--- src/rtl/sap_control_sequencer_if.sv ---
// Control bus between the SAP microcode sequencer and the datapath.
// master: the datapath side (supplies run/opcode/flags, consumes controls).
// slave:  the sequencer (consumes run/opcode/flags, drives controls).
interface sap_control_sequencer_if #(
  parameter int OPW  = 4,
  parameter int SELW = 4
);
  logic            run;
  logic [OPW-1:0]  opcode;
  logic            CF;
  logic            ZF;
  logic [SELW-1:0] src_sel;
  logic [SELW-1:0] dst_sel;
  logic            OE;
  logic            load;
  logic            WE;
  logic            en;
  logic            SUB;
  logic            HLT;
  logic [2:0]      step;

  modport master (
    output run, opcode, CF, ZF,
    input  src_sel, dst_sel, OE, load, WE, en, SUB, HLT, step
  );

  modport slave (
    input  run, opcode, CF, ZF,
    output src_sel, dst_sel, OE, load, WE, en, SUB, HLT, step
  );
endinterface

--- src/rtl/sap_control_sequencer.sv ---
// Microcoded control sequencer for the 8-bit bus computer.
// Fixed fetch in T0-T1, per-opcode execute in T2-T4, early return to T0
// after the last microstep. The control word is a pure combinational decode
// of (phase, step, opcode, flags), so an async reset kills it instantly.
module sap_control_sequencer #(
  parameter int OPW       = 4,
  parameter int SELW      = 4,
  parameter int NUM_STEPS = 5
) (
  input  logic                   CLK,
  input  logic                   RESET,
  sap_control_sequencer_if.slave bus
);
  // bus module select codes
  localparam logic [SELW-1:0] SEL_A    = SELW'(0);
  localparam logic [SELW-1:0] SEL_B    = SELW'(1);
  localparam logic [SELW-1:0] SEL_IR   = SELW'(2);
  localparam logic [SELW-1:0] SEL_MAR  = SELW'(3);
  localparam logic [SELW-1:0] SEL_RAM  = SELW'(4);
  localparam logic [SELW-1:0] SEL_ALU  = SELW'(5);
  localparam logic [SELW-1:0] SEL_OUT  = SELW'(6);
  localparam logic [SELW-1:0] SEL_PC   = SELW'(9);
  localparam logic [SELW-1:0] SEL_NONE = SELW'(15);

  // opcodes (anything not listed decodes as NOP)
  localparam logic [OPW-1:0] OP_LDA = OPW'(1);
  localparam logic [OPW-1:0] OP_ADD = OPW'(2);
  localparam logic [OPW-1:0] OP_SUB = OPW'(3);
  localparam logic [OPW-1:0] OP_STA = OPW'(4);
  localparam logic [OPW-1:0] OP_LDI = OPW'(5);
  localparam logic [OPW-1:0] OP_JMP = OPW'(6);
  localparam logic [OPW-1:0] OP_JC  = OPW'(7);
  localparam logic [OPW-1:0] OP_JZ  = OPW'(8);
  localparam logic [OPW-1:0] OP_OUT = OPW'(14);
  localparam logic [OPW-1:0] OP_HLT = OPW'(15);

  // sequencer phase: waiting at the instruction boundary, running, halted
  localparam logic [1:0] PH_IDLE = 2'd0;
  localparam logic [1:0] PH_RUN  = 2'd1;
  localparam logic [1:0] PH_HALT = 2'd2;

  localparam logic [2:0] STEP_MAX = 3'(NUM_STEPS - 1);

  logic [1:0]      phase;
  logic [2:0]      step_q;
  logic [2:0]      last_step;
  logic            xv;
  logic [SELW-1:0] xs, xd;

  // last microstep of the current opcode (only consulted from T2 on)
  always_comb begin
    unique case (bus.opcode)
      OP_LDA, OP_STA: last_step = 3'd3;
      OP_ADD, OP_SUB: last_step = STEP_MAX;
      default:        last_step = 3'd2;
    endcase
  end

  // step counter and phase; run is only looked at on the way into T0
  always_ff @(posedge CLK or negedge RESET) begin
    if (!RESET) begin
      phase  <= PH_IDLE;
      step_q <= 3'd0;
    end else begin
      unique case (phase)
        PH_IDLE: begin
          step_q <= 3'd0;
          if (bus.run) phase <= PH_RUN;
        end
        PH_RUN: begin
          if (step_q == 3'd2 && bus.opcode == OP_HLT) begin
            phase <= PH_HALT;          // step freezes at 2
          end else if (step_q >= last_step || step_q >= STEP_MAX) begin
            step_q <= 3'd0;
            if (!bus.run) phase <= PH_IDLE;
          end else begin
            step_q <= step_q + 3'd1;
          end
        end
        PH_HALT: ;                     // only reset leaves
        default: begin
          phase  <= PH_IDLE;
          step_q <= 3'd0;
        end
      endcase
    end
  end

  // control word decode: pick one bus transfer (xs->xd) plus side controls
  always_comb begin
    xv          = 1'b0;
    xs          = SEL_NONE;
    xd          = SEL_NONE;
    bus.en      = 1'b0;
    bus.SUB     = 1'b0;
    bus.HLT     = 1'b0;
    if (phase == PH_HALT) begin
      bus.HLT = 1'b1;
    end else if (phase == PH_RUN) begin
      unique case (step_q)
        3'd0: begin xv = 1'b1; xs = SEL_PC;  xd = SEL_MAR; end
        3'd1: begin xv = 1'b1; xs = SEL_RAM; xd = SEL_IR; bus.en = 1'b1; end
        3'd2: begin
          unique case (bus.opcode)
            OP_LDA, OP_ADD, OP_SUB, OP_STA: begin xv = 1'b1; xs = SEL_IR; xd = SEL_MAR; end
            OP_LDI: begin xv = 1'b1;    xs = SEL_IR; xd = SEL_A;   end
            OP_JMP: begin xv = 1'b1;    xs = SEL_IR; xd = SEL_PC;  end
            OP_JC:  begin xv = bus.CF;  xs = bus.CF ? SEL_IR : SEL_NONE; xd = bus.CF ? SEL_PC : SEL_NONE; end
            OP_JZ:  begin xv = bus.ZF;  xs = bus.ZF ? SEL_IR : SEL_NONE; xd = bus.ZF ? SEL_PC : SEL_NONE; end
            OP_OUT: begin xv = 1'b1;    xs = SEL_A;  xd = SEL_OUT; end
            OP_HLT: bus.HLT = 1'b1;
            default: ;
          endcase
        end
        3'd3: begin
          unique case (bus.opcode)
            OP_LDA:         begin xv = 1'b1; xs = SEL_RAM; xd = SEL_A;   end
            OP_ADD, OP_SUB: begin xv = 1'b1; xs = SEL_RAM; xd = SEL_B;   end
            OP_STA:         begin xv = 1'b1; xs = SEL_A;   xd = SEL_RAM; end
            default: ;
          endcase
        end
        3'd4: begin
          if (bus.opcode == OP_ADD || bus.opcode == OP_SUB) begin
            xv      = 1'b1;
            xs      = SEL_ALU;
            xd      = SEL_A;
            bus.SUB = (bus.opcode == OP_SUB);
          end
        end
        default: ;
      endcase
    end
  end

  // a transfer into RAM is a write, into anything else a register load
  assign bus.src_sel = xs;
  assign bus.dst_sel = xd;
  assign bus.OE      = xv;
  assign bus.WE      = xv && (xd == SEL_RAM);
  assign bus.load    = xv && (xd != SEL_RAM);
  assign bus.step    = step_q;
endmodule

--- src/flat_wrapper.sv ---
// flat-port wrapper written by rule: the top's interface ports become plain ports
module sap_control_sequencer_flat 
#(
  parameter int OPW       = 4,
  parameter int SELW      = 4,
  parameter int NUM_STEPS = 5
)
  (CLK, RESET, bus_run, bus_opcode, bus_CF, bus_ZF, bus_src_sel, bus_dst_sel, bus_OE, bus_load, bus_WE, bus_en, bus_SUB, bus_HLT, bus_step);
  sap_control_sequencer_if #(.OPW(OPW), .SELW(SELW)) bus_i ();
  input  logic CLK;
  input  logic RESET;
  input wire logic [$bits(bus_i.run)-1:0] bus_run;
  input wire logic [$bits(bus_i.opcode)-1:0] bus_opcode;
  input wire logic [$bits(bus_i.CF)-1:0] bus_CF;
  input wire logic [$bits(bus_i.ZF)-1:0] bus_ZF;
  output wire logic [$bits(bus_i.src_sel)-1:0] bus_src_sel;
  output wire logic [$bits(bus_i.dst_sel)-1:0] bus_dst_sel;
  output wire logic [$bits(bus_i.OE)-1:0] bus_OE;
  output wire logic [$bits(bus_i.load)-1:0] bus_load;
  output wire logic [$bits(bus_i.WE)-1:0] bus_WE;
  output wire logic [$bits(bus_i.en)-1:0] bus_en;
  output wire logic [$bits(bus_i.SUB)-1:0] bus_SUB;
  output wire logic [$bits(bus_i.HLT)-1:0] bus_HLT;
  output wire logic [$bits(bus_i.step)-1:0] bus_step;
  assign bus_i.run = bus_run;
  assign bus_i.opcode = bus_opcode;
  assign bus_i.CF = bus_CF;
  assign bus_i.ZF = bus_ZF;
  assign bus_src_sel = bus_i.src_sel;
  assign bus_dst_sel = bus_i.dst_sel;
  assign bus_OE = bus_i.OE;
  assign bus_load = bus_i.load;
  assign bus_WE = bus_i.WE;
  assign bus_en = bus_i.en;
  assign bus_SUB = bus_i.SUB;
  assign bus_HLT = bus_i.HLT;
  assign bus_step = bus_i.step;
  sap_control_sequencer #(.OPW(OPW), .SELW(SELW), .NUM_STEPS(NUM_STEPS)) u_core (.CLK(CLK), .RESET(RESET), .bus(bus_i));
endmodule
--- config.mk ---
export PLATFORM = sky130hd
export DESIGN_NAME = sap_control_sequencer_flat
export DESIGN_NICKNAME = d
export VERILOG_FILES = /design/src/rtl/sap_control_sequencer_if.sv /design/src/rtl/sap_control_sequencer.sv /design/src/flat_wrapper.sv
export SDC_FILE = /design/constraint.sdc
export NUM_CORES = 1
export LEC_CHECK = 0
export CAP_MARGIN = 25
export CORE_ASPECT_RATIO = 1.2
export CORE_MARGIN = 1.5
export CORE_UTILIZATION = 41
export CTS_CLUSTER_DIAMETER = 100
export CTS_CLUSTER_SIZE = 25
export DETAILED_ROUTE_END_ITERATION = 12
export HOLD_SLACK_MARGIN = 0.08
export PLACE_DENSITY = 0.76
export SETUP_SLACK_MARGIN = 0.15
export SYNTH_ARGS = -nofsm -noshare
export SYNTH_HDL_FRONTEND = slang
export SYNTH_SLANG_ARGS = --single-unit
--- constraint.sdc ---
create_clock -name CLK -period 1.95 [get_ports CLK]
set_input_delay 0.195 -clock CLK [delete_from_list [all_inputs] [get_ports CLK]]
set_output_delay 0.195 -clock CLK [all_outputs]
set_load 0.01 [all_outputs]
**Yosys cells after proc, flatten, opt, wreduce, memory -nomap -nowiden**

Index checks and enable logic that the tools add are counted.

- Bitwise operators: 1
- Equality and inequality tests: 22
- $add $sub $neg: 1
- Mux-type cells: 42
- Reduce and logical (&&, ||, !) cells: 16
- Order comparisons: 2

Operator list:

| cell | number |
|---|---|
| one-hot mux 4 bit (5 select lines) | 2 |
| two-way mux 4 bit | 8 |
| one-hot mux 4 bit (6 select lines) | 1 |
| equality test 4 x 3 -> 1 bit (second input constant) | 5 |
| one-hot mux 4 bit (4 select lines) | 1 |
| two-way mux 1 bit | 15 |
| equality test 4 bit (second input constant) | 3 |
| two-way mux 3 bit | 4 |
| one-hot mux 3 bit (2 select lines) | 2 |
| one-hot mux 4 bit (3 select lines) | 1 |
| equality test 4 x 2 -> 1 bit (second input constant) | 2 |
| two-way mux 2 bit | 4 |
| one-hot mux 4 bit (2 select lines) | 1 |
| OR reduction 7 bit | 1 |
| equality test 3 x 2 -> 1 bit (second input constant) | 2 |
| one-hot mux 2 bit (3 select lines) | 1 |
| OR reduction 2 bit | 3 |
| OR reduction 6 bit | 1 |
| equality test 4 x 1 -> 1 bit (second input constant) | 1 |
| inequality test 2 bit (second input constant) | 2 |
| inequality test 4 x 3 -> 1 bit (second input constant) | 1 |
| one-hot mux 1 bit (4 select lines) | 1 |
| AND reduction 4 bit | 1 |
| OR reduction 4 bit | 1 |
| other kinds (17) | 20 |

- Output and inout bits: 17
- Register bits: 5
- Input bits: 9
- Logic and storage cells: 86

**Depth between registers and ports, before layout**

Gate-level depths: netlist (run 1).

- Word-level depth: 8
- Gate-level depth with buffers: 9
- Depth with buffers taken out: 8

**Least setup slack after synthesis (run 1)**

OpenSTA, ideal clock, no wires.

- Path type: register -> output
- From: reg u_core.step_q[1] (netlist: u_core.bus.step[1])
- To: out bus_load
- Arrival time: 2.010 ns
- Path slack: -0.255 ns
- Cell stages (with the launch flop): 8
- Buffers on the path: 0
- Cells stage by stage: dfrtp_1 ha_1 ha_1 or2_2 o221ai_1 nand4b_1 a211oi_2 nor3_1

- Cells in the longest elaborated chain, start to end: 6
- Elaborated cells on any way between the ends: 14
- Those cells by class: eq/ne (5); mux (6); reduce/logical (3)

Ends and longest elaborated chain:

| item | RTL line | text |
|---|---|---|
| start, declared | sap_control_sequencer.sv:45 | `logic [2:0] step_q;` |
| start signal, assigned | sap_control_sequencer.sv:77 | `step_q <= step_q + 3'd1;` |
| equality test 3 bit (tied with other cells) | sap_control_sequencer.sv:100 | `unique case (step_q)` |
| one-hot mux 4 bit (5 select lines) (*) | sap_control_sequencer.sv:100 |  |
| two-way mux 4 bit (*) | sap_control_sequencer.sv:99 | `end else if (phase == PH_RUN) begin` |
| two-way mux 4 bit (*) | sap_control_sequencer.sv:97 | `if (phase == PH_HALT) begin` |
| via bus_dst_sel[0] | flat_wrapper.sv:17 | `output wire logic [$bits(bus_i.dst_sel)-1:0] bus_dst_sel;` |
| inequality test 4 x 3 -> 1 bit (*) | sap_control_sequencer.sv:141 | `assign bus.load = xv && (xd != SEL_RAM);` |
| logical AND 1 bit (*) | sap_control_sequencer.sv:141 |  |
| end, declared | flat_wrapper.sv:19 | `output wire logic [$bits(bus_i.load)-1:0] bus_load;` |

Mark *: on every way through the listed nets, which the timed path passes. The rest lies on a longest branch.

**Worst setup path after layout (run 1)**

- From: reg u_core.step_q[0] (netlist: u_core.bus.step[0])
- To: out bus_load

- Cells in the longest elaborated chain, start to end: 6
- Elaborated cells on any way between the ends: 14
- Those cells by class: eq/ne (5); mux (6); reduce/logical (3)

Ends and longest elaborated chain:

| item | RTL line |
|---|---|
| equality test 3 bit (tied with other cells) | sap_control_sequencer.sv:100 |
| one-hot mux 4 bit (5 select lines) or OR reduction 2 bit (tied branches) | -- |
| two-way mux 4 bit or one-hot mux 1 bit (4 select lines) (tied branches) | sap_control_sequencer.sv:99, sap_control_sequencer.sv:100 |
| two-way mux 4 bit or two-way mux 1 bit (tied branches) | sap_control_sequencer.sv:97, sap_control_sequencer.sv:99 |
| inequality test 4 x 3 -> 1 bit or two-way mux 1 bit (tied branches) | sap_control_sequencer.sv:141, sap_control_sequencer.sv:97 |
| logical AND 1 bit (*) | sap_control_sequencer.sv:141 |

Every way passes the cells marked *; elsewhere a longest branch is shown, timed or not.

==> impl_results.md, run 1 <==
* Status: finished with violations
* Failing checks: setup timing
* Setup crit end: bus_load
* Synth unique cells at 41
* Starting DRC count in detailed routing at 36
* Most frequent cell after synthesis: nand2_1
* Tot Pwr at 2.42 mW
* Die width at 43.0 um
* Setup Viol. Count Final at 12
* Avg Vias per Cell at 5.76
* Num CTS Buffers at 3
* Clock insertion delay at the later pin of the skew report at about 240 ps
* Number of flops mapped to enable cells by yosys at 0
* Total gr overflow at 0
* Fmax at 427 MHz
* Area occupied by multi-input gates at 773 um2
* Reg2reg setup slack at 160 ps
* Final hold violation count at 0
* Initial core utilization at 43.0%
* Clock skew at just over 4 ps
* Max clock buf depth at 2
* Cells after synthesis at around 110
* Critical Path RT at 1750 ps
* ANT cells at 0
* Area Growth Syn to Fin at 102%
* Commonest cells in the netlist: 12 x nand2_1, 8 x ha_1, 8 x o21ai_0
* Die ar. at 2190 um2
* Filler cells at 97
* Ys Warns at 0
* Post-Syn Area at between 700 and 800 um2
* Largest area contributor in the netlist: dfrtp_1
* Nets at 200
* Max IR drop VDD at between 1 and 1.5 mV
* #FFs+latches synth at 5
* Dominant cells by area after synthesis: dfrtp_1 16%, ha_1 13%, nand2_1 5.7%
* Ports at 26
* DP HPWL at 2.18 mm
* CTS H-tree depth at 1
* Root Buffer: clkbuf_4
* Post-route ant nets at 0
* Syn nets at 122
* First-pass GRT wire length at 5.46 mm
* Die H at 51.0 um
* Max_cap viols at 0
* Min Hold Slack at ~180 ps
* Vias at 1,158
* Gp weighted congestion at 0.938
* Clock sink count at 5
* WL per Instance at around 17 um
* Largest net degree at the start of global routing at 9
* Reg2reg end: u_core.phase[0]$_DFFE_PN0P_
* Kind of critical path: register to primary output
* # hold bufs at CTS at 0
* Register area share after synthesis at 15.9%
* Fin util at 86.9%
* Startpoint types: register
* Share of cells above drive strength 1 at between 50% and 60%
* Row count at 17
* R2r worst-path depth at 9
* RSZ-0062 raised after global routing: yes
* Critical Path AT at between 2000 and 2500 ps
* Leakage at 0.785 nW
* Slew Viols, Final at 0
* Avg Cell Area, Syn at about 7.5 um2
* Initial antenna violation count at 0
* Ys flop type: dfrtp_1
* CTS clk-pin slew, worst paths at around 40 ps
* Area of the core at approximately 1800 um2
* Tightest Pin Transition at between 500 and 600 ps
* Worst R2R Start: u_core.bus.step[0]$_DFFE_PN0P_
* Maximum fanout along the worst path at 4
* Storage cell area at about 130 um2
* CP Launch Point: u_core.bus.step[0]$_DFFE_PN0P_
* Post-layout minimum cycle time at 2340 ps
* Drc violations at 0
* Crit path capture type: primary output
* P per Cell Area at 1520 nW/um2
* Setup ws final at -392 ps
* Vias in the first global route at 1,159
* Drt pass-1 iters at 4
* Dpl ws at -558 ps
* CTS tree: yes
* Ys async rst share at 100%
* Slew margin rel. at 65.3%
* Synth top area share at 15.9%
* Total GRT Usage at 31.9%
* Routed wire length at 3.50 mm
* IO buf count at 25
* Final Cycle Share at 120%
* Hold Path Class: input port to async pin
## kinds of logic (layout without fill, tap and decap cells)
kind of cell    after synthesis  after routing  share of synthesized area [%]
simple gates                 47             47                           33.3
fa+ha+maj                     8              8                           12.7
xor+xnor                      1              1                           1.11
buf+inv                      13             90                           7.80
flops                         5              5                           15.9
compound gates               31             31                           29.1
## metrics by stage
stage	cell area (um2)	instances	TNS, ps
after CTS	1510	199	-1880
after floorplan	837	105	-20.1
after detailed placement	1370	184	-6810
after global placement	1370	184	-5520
after global routing	1590	201	-3730
final	1590	201	-3030
## flip-flops by register name, indices dropped and copies added (netlist names)
signal	cells
u_core.bus.step	3
u_core.phase	2
## metal layers
metal  wire (um)  vias up  GRT usage [%]
met5           0        -              0
met4          82        0           8.08
li1            -      547              -
met3         106       10           3.53
met2        1850       39           58.1
met1        1460      562           39.5
## final cells by class
cell class | instances | share of cell area, %
well taps | 19 | 1.49
inverters | 8 | 2.05
flip-flops and latches | 5 | 8.10
repair buffers | 78 | 38.1
clock buffers | 4 | 1.65
multi-input cells | 87 | 48.6
## placed cells by master (no fill, tap or decap), types with 3 or more instances in the layout
| cell | n |
|---|---|
| o21ai_1 | 7 |
| nand3b_1 | 3 |
| buf_6 | 7 |
| inv_1 | 5 |
| clkbuf_4 | 3 |
| buf_2 | 13 |
| ha_1 | 4 |
| o31ai_1 | 3 |
| dlygate4sd2_1 | 3 |
| dfrtp_2 | 3 |
| buf_4 | 47 |
| nand3_1 | 5 |
| nor2_1 | 5 |
| nand2b_1 | 4 |
| ha_4 | 3 |
| clkdlybuf4s50_1 | 6 |
| nand2_1 | 11 |
## repair_timing
| item | 4_1_cts | 5_1_grt |
|---|---|---|
| pin swaps | 7 | 10 |
| resized for setup | 78 | 22 |
| setup buffers | 11 | 2 |
| hold endpoints to repair | 0 | 0 |
| setup endpoints to repair | 18 | 17 |
## worst max-delay path, stage by stage (launching register included)
cell	delay (ps)
dfrtp_2	460
ha_4	190
ha_4	150
or2_4	240
o221ai_4	200
nand4b_1	190
buf_4	140
a211oi_4	40
nor3_2	160
buf_2	150
## worst min-delay path by stage
stage | startpoint | slack [ps] | to | cells after the start
2_1_floorplan | RESET | -100 | u_core.bus.step[0]$_DFFE_PN0P_ | 0
6_report | RESET | 180 | u_core.phase[0]$_DFFE_PN0P_ | 1
3_5_place_dp | RESET | 430 | u_core.phase[0]$_DFFE_PN0P_ | 1
4_1_cts | RESET | 180 | u_core.phase[0]$_DFFE_PN0P_ | 1
5_1_grt | RESET | 190 | u_core.phase[0]$_DFFE_PN0P_ | 1
3_3_place_gp | RESET | 420 | u_core.phase[1]$_DFFE_PN0P_ | 1
## power breakdown
group	switching, mW	internal [mW]
clock network	0.0381	0.0771
registers	0.0567	0.146
logic	0.994	1.11
total	1.09	1.33
No activity file was read; power rests on OpenSTA's default activity.
==> run 2, diff against run 1 <==
--- a/config.mk
+++ b/config.mk
@@ -18,3 +18,4 @@
 export SYNTH_ARGS = -nofsm -noshare
 export SYNTH_HDL_FRONTEND = slang
 export SYNTH_SLANG_ARGS = --single-unit
+export TNS_END_PERCENT = 1
==> run 2 against run 1 <==
The run still ends with setup timing left. Core utilization is 4.3 points lower. Routed wire length is 9.0% lower. Clock-buffer cell count stayed put. Die area stayed put. First-iteration DRC count is 53% lower. Largest cell class unchanged. Final area is 5.0% lower. Critical path depth stayed put. Power is 6.7% lower. Sequential power is 3% lower. Non-clock buffer count is 4 lower.
==> impl_results.md, run 2 (synthesis gave the netlist of run 1 again) <==
* Status: finished with violations
* Failing checks: setup timing
* Starting DRC count in detailed routing at 17 (-53%)
* First-pass GRT wire length at 5.18 mm (-5.3%)
* Drc violations at 0 (unchanged)
* Initial antenna violation count at 0 (unchanged)
* Kind of critical path: register to primary output
* Reg2reg setup slack at 220 ps (+60 ps)
* Nets at 196 (-2.0%)
* RSZ-0062 raised after global routing: yes
* Max IR drop VDD at 1.01 mV (-12%)
* Hold Path Class: input port to async pin
* Max clock buf depth at 2 (unchanged)
* Most common cell after layout, fill and taps aside: buf_4
* Vias at 1,117 (-3.5%)
* Gp weighted congestion at 0.938 (unchanged)
* Total gr overflow at 0 (unchanged)
* Setup ws final at -381 ps (+10.7 ps)
* Clock insertion delay at the later pin of the skew report at 240 ps (about the same)
* Area Growth Syn to Fin at 92.4%
* Final Cycle Share at 120% (-0.55 points)
* Fmax at 429 MHz (+0.46%)
* Area occupied by multi-input gates at 711 um2 (-8.1%)
* Fin util at 82.6% (-4.3 points)
* Startpoint types: register
* Largest register FFs at 3 (unchanged)
* Drt pass-1 iters at 4 (unchanged)
* Setup Viol. Count Final at 11 (-1)
* Clock sink count at 5 (unchanged)
* TNS Setup at -2770 ps (+266 ps)
* CTS clk-pin slew, worst paths at 50 ps (about the same)
* DP HPWL at 2.18 mm (unchanged)
* Area of the core at 1830 um2 (unchanged)
* WL per Instance at 16.1 um (-7.2%)
* Slew Viols, Final at 0 (unchanged)
* Root Buffer: clkbuf_4
* CTS tree: yes
* Design area at 1510 um2 (-5.0%)
* Storage cell area at 129 um2 (unchanged)
* Die width at 43.0 um (unchanged)
* P per Cell Area at 1490 nW/um2 (-1.9%)
* ANT cells at 0 (unchanged)
* Reg2reg end: u_core.bus.step[0]$_DFFE_PN0P_
* Largest net degree at the start of global routing at 10 (+1)
* Tightest Pin Transition at 528 ps (+11.9 ps)
* Avg Vias per Cell at 5.67 (-1.6%)
* Crit path capture type: primary output
* Final hold violation count at 0 (unchanged)
* Critical Path RT at 1750 ps (about the same)
* CP Launch Point: u_core.bus.step[1]$_DFFE_PN0P_
* Num CTS Buffers at 3 (unchanged)
* Routed wire length at 3.18 mm (-9.0%)
* Max_cap viols at 0 (unchanged)
* Post-Place Cell Area at 1370 um2 (unchanged)
* Leakage at 0.733 nW (-6.6%)
* Post-layout minimum cycle time at 2330 ps (-10.7 ps)
* # hold bufs at CTS at 0 (unchanged)
* Worst R2R Start: u_core.bus.step[0]$_DFFE_PN0P_
* Share of cells above drive strength 1 at 51.7% (-1.6 points)
* Die ar. at 2190 um2 (unchanged)
* Row count at 17 (unchanged)
* Slew margin rel. at 64.5% (-0.80 points)
* Critical Path AT at 2140 ps (about the same)
* Vias in the first global route at 1,151 (-0.69%)
* Filler cells at 122 (+26%)
* Post-route ant nets at 0 (unchanged)
* IO buf count at 25 (unchanged)
* Ports at 26 (unchanged)
* Clock skew at 7.52 ps (+3.39 ps)
* Dpl ws at -558 ps (unchanged)
* CTS H-tree depth at 1 (unchanged)
* Maximum fanout along the worst path at 5 (+1)
* Initial core utilization at 43.0% (unchanged)
* Most frequent cells in the layout: 46 x buf_4, 11 x nand2_1, 8 x buf_2
* Total GRT Usage at 31.0% (-0.90 points)
* Die H at 51.0 um (unchanged)
* R2r worst-path depth at 8 (-1)
-- run 2: cell types whose count changed in the layout (fill, tap and decap cells not counted), sizes merged --
cell / change
buf: -8
clkdlybuf4s50: +1
clkdlybuf4s15: +3
dlygate4sd2: +1
dlymetal6s2s: -1
-- run 2: what timing repair did --
item                                    in CTS  in global routing
resized for setup                           72                  7
endpoints found under the setup margin      18                 18
pin swaps                                    8                  5
buffers inserted                             6                  3
-- run 2: how the worst max path moves through the flow --
stage / endpoint / slack (ps) / cells after the start
final: bus_load / -380 / 9
after global routing: bus_load / -460 / 9
after CTS: bus_load / -320 / 9
after detailed placement: bus_WE / -560 / 7
after global placement: bus_WE / -510 / 7
after floorplan: bus_load / -20 / 8
-- run 2: cell type report --
cell class / count / area share, %
flip-flops and latches: 5 / 8.53
repair buffers: 74 / 39.2
inverters: 8 / 1.99
multi-input cells: 87 / 47.0
clock buffers: 4 / 1.74
well taps: 19 / 1.57
-- run 2: routing by layer --
layer	vias to the layer above	routed length (um)	track usage (%)	part of all wire [%]
met5	-	0	0	0
met4	0	50	11.6	1.6
met3	6	87	3.89	2.7
met2	32	1780	57.8	56
met1	536	1270	35.4	40
li1	543	-	-	-
-- run 2: power by group --
group	internal, mW	switching, mW	leakage (nW)	total (mW)
logic	1.03	0.910	0.659	1.94
clock network	0.0773	0.0412	0.0150	0.119
registers	0.146	0.0505	0.0593	0.197
total	1.26	1.00	0.733	2.26
-- run 2: worst max-delay path, cell delays in order (launching register included) --
cell and delay (ps):
dfrtp_2 450, ha_4 180, ha_4 150, or2_4 240, o221ai_4 220, nand4b_1 170, buf_4 140, a211oi_4 40
nor3_2 150, buf_2 140
-- run 2: per-stage QoR --
| stage | instances | total power, mW | hold WS, ps |
|---|---|---|---|
| final | 197 | 2.26 | 180 |
| after detailed placement | 184 | 1.84 | 433 |
| after global routing | 197 | 2.41 | 194 |
| after global placement | 184 | 1.79 | 424 |
| after CTS | 194 | 2.05 | 181 |
| after floorplan | 105 | 0.945 | -101 |
==> run 3, diff against run 2 <==
--- a/config.mk
+++ b/config.mk
@@ -8,12 +8,12 @@
 export CAP_MARGIN = 25
 export CORE_ASPECT_RATIO = 1.2
 export CORE_MARGIN = 1.5
-export CORE_UTILIZATION = 41
+export CORE_UTILIZATION = 48
 export CTS_CLUSTER_DIAMETER = 100
 export CTS_CLUSTER_SIZE = 25
 export DETAILED_ROUTE_END_ITERATION = 12
 export HOLD_SLACK_MARGIN = 0.08
-export PLACE_DENSITY = 0.76
+export PLACE_DENSITY = 0.83
 export SETUP_SLACK_MARGIN = 0.15
 export SYNTH_ARGS = -nofsm -noshare
 export SYNTH_HDL_FRONTEND = slang
==> constraint.sdc (replaced) <==
create_clock -name CLK -period 2.79 [get_ports CLK]
set_input_delay 0.279 -clock CLK [delete_from_list [all_inputs] [get_ports CLK]]
set_output_delay 0.279 -clock CLK [all_outputs]
set_load 0.01 [all_outputs]
==> run 3 against run 2 <==
The flow now finishes without violations. Combinational power fell by 50%. First-iteration DRC count rose by 71%. Clock power fell by 30%. Power fell by 48%. Clock skew fell by 3.7 ps. Critical path type unchanged. Highest routed layer unchanged.
==> impl_results.md, run 3 (synthesis gave the netlist of run 1 again) <==
* Status: completed
* Num CTS Buffers at 3 (unchanged)
* Share of power burned in the clock network at 7.2% (+1.9 points)
* Die H at 47.3 um (-7.1%)
* Max IR drop VDD at 0.521 mV (-48%)
* Initial core utilization at 53.0% (+10 points)
* Drt pass-1 iters at 4 (unchanged)
* Critical Path AT at 2290 ps (+150 ps)
* Area of the core at 1480 um2 (-19%)
* Max clock buf depth at 2 (unchanged)
* TNS Setup at 0 ps (+2770 ps)
* Combinational share of power at 82.4% (-3.6 points)
* Tot Pwr at 1.17 mW (-48%)
* Initial antenna violation count at 0 (unchanged)
* Cell Int Power at 0.639 mW (-49%)
* Starting DRC count in detailed routing at 29 (+12)
* Share of cells above drive strength 1 at 21.0% (-31 points)
* P per Cell Area at 965 nW/um2 (-35%)
* Final Cycle Share at 91.9%
* Root Buffer: clkbuf_4
* Crit path capture type: primary output
* Drc violations at 0 (unchanged)
* Routed wire length at 2.42 mm (-24%)
* CTS H-tree depth at 1 (unchanged)
* Critical Path RT at 2510 ps (+760 ps)
* Sw Pwr at 0.529 mW (-47%)
* Row count at 15 (-2)
* Vias at 950 (-15%)
* Nets at 161 (-18%)
* CTS clk-pin slew, worst paths at 40 ps (about the same)
* Clock skew at 3.83 ps (-3.68 ps)
* Maximum fanout along the worst path at 4 (-1)
* Total GRT Usage at 26.1% (-4.9 points)
* Slew Viols, Final at 0 (unchanged)
* CTS tree: yes
* Vias in the first global route at 805 (-30%)
* DP HPWL at 1.80 mm (-17%)
* Placed Cells at 154 (-16%)
* Avg Vias per Cell at 5.94 (+4.7%)
* Worst R2R Start: u_core.bus.step[0]$_DFFE_PN0P_
* Filler cells at 101 (-17%)
* Switch share at 45.3% (+0.91 points)
* Final hold violation count at 0 (unchanged)
* Startpoint types: register
* Kind of critical path: register to primary output
* Storage cell area at 125 um2 (-2.9%)
* Clock insertion delay at the later pin of the skew report at 240 ps (about the same)
* CP Launch Point: u_core.bus.step[0]$_DFFE_PN0P_
* First-pass GRT wire length at 3.37 mm (-35%)
* WL per Instance at 15.1 um (-6.3%)
* Setup Viol. Count Final at 0 (-11)
* Part of the power in registers at 10.4% (+1.7 points)
* Total gr overflow at 0 (unchanged)
* Min Hold Slack at 251 ps (+71.0 ps)
* Largest register FFs at 3 (unchanged)
* Area Growth Syn to Fin at 54.0%
* Gp weighted congestion at 0.850 (-9.4%)
* Most frequent cells in the layout: 13 x clkdlybuf4s50_1, 13 x buf_4, 12 x nand2_1
* Clock sink count at 5 (unchanged)
* ANT cells at 0 (unchanged)
* Die ar. at 1890 um2 (-14%)
* Largest net degree at the start of global routing at 11 (+1)
* Fmax at 390 MHz
* # hold bufs at CTS at 0 (unchanged)
* Hold Path Class: input port to async pin
* Ports at 26 (unchanged)
* Leakage at 0.608 nW (-17%)
* Post-layout minimum cycle time at 2570 ps
* Post-route ant nets at 0 (unchanged)
* Tightest Pin Transition at 332 ps (-195 ps)
* Area occupied by multi-input gates at 626 um2 (-12%)
* Die width at 39.9 um (-7.1%)
* Slew margin rel. at 77.7% (+13 points)
* IO buf count at 25 (unchanged)
* RSZ-0062 raised after global routing: no
* Non-filler instance count after layout at 160 (-19%)
* Max_cap viols at 0 (unchanged)
-- run 3: cell types whose count changed in the layout (fill, tap and decap cells not counted), sizes merged --
| cell | previous run | this run |
|---|---|---|
| buf | 59 | 14 |
| clkdlybuf4s50 | 7 | 13 |
| dlygate4sd2 | 4 | 0 |
| clkbuf | 4 | 5 |
| dlymetal6s2s | 0 | 11 |
| clkdlybuf4s15 | 4 | 0 |
-- run 3: worst max-delay path, stage by stage (launching register included) --
cell and delay (ps):
dfrtp_1 410, ha_1 230, ha_1 200, or2_2 310
o221ai_2 230, or3b_1 150, clkdlybuf4s50_1 520
-- run 3: final timing paths --
path,endpoint,cells past startpoint,slack [ps]
hold reg to reg,u_core.phase[0]$_DFFE_PN0P_,2,590
max in group asynchronous,u_core.phase[1]$_DFFE_PN0P_,1,2350
setup reg to reg,u_core.bus.step[2]$_DFFE_PN0P_,8,1020
min in group CLK,u_core.phase[1]$_DFFE_PN0P_,3,480
setup / recovery,bus_dst_sel[2],6,220
hold / removal,u_core.bus.step[0]$_DFFE_PN0P_,1,250
-- run 3: final cells by class --
type                    instances  share of cell area (%)
multi-input cells              87                    51.7
inverters                       8                    2.48
clock buffers                   4                    2.17
repair buffers                 39                    31.5
flip-flops and latches          5                    10.3
well taps                      17                    1.76
-- run 3: power by group through the flow --
stage	logic (mW)	clock network (mW)	registers, mW
final	0.962	0.0836	0.122
after global routing	1.05	0.0898	0.125
after CTS	0.950	0.0853	0.120
after detailed placement	0.921	0	0.125
after global placement	0.908	0	0.122
after floorplan	0.467	0	0.140
-- run 3: routing by layer --
metal | share of wire [%] | wire length (um) | GRT usage (%)
met1 | 44 | 1080 | 34.2
met2 | 49 | 1190 | 43.5
met3 | 4.5 | 108 | 3.32
met4 | 1.8 | 43 | 8.28
met5 | 0 | 0 | 0
-- run 3: stage by stage --
stage	utilization [%]	setup WS [ps]	instance area [um2]
6_report	81.6	225	1210
2_1_floorplan	-	501	786
4_1_cts	78.4	85.7	1160
3_3_place_gp	75.3	94.6	1120
3_5_place_dp	75.3	87.6	1120
5_1_grt	81.6	141	1210
-- run 3: repair_timing --
action / in CTS / in global routing
resized for setup: 2 / 19
endpoints found under the hold margin: 0 / 0
setup buffers: 2 / 0
endpoints found under the setup margin: 10 / 11
pin swaps: 0 / 2
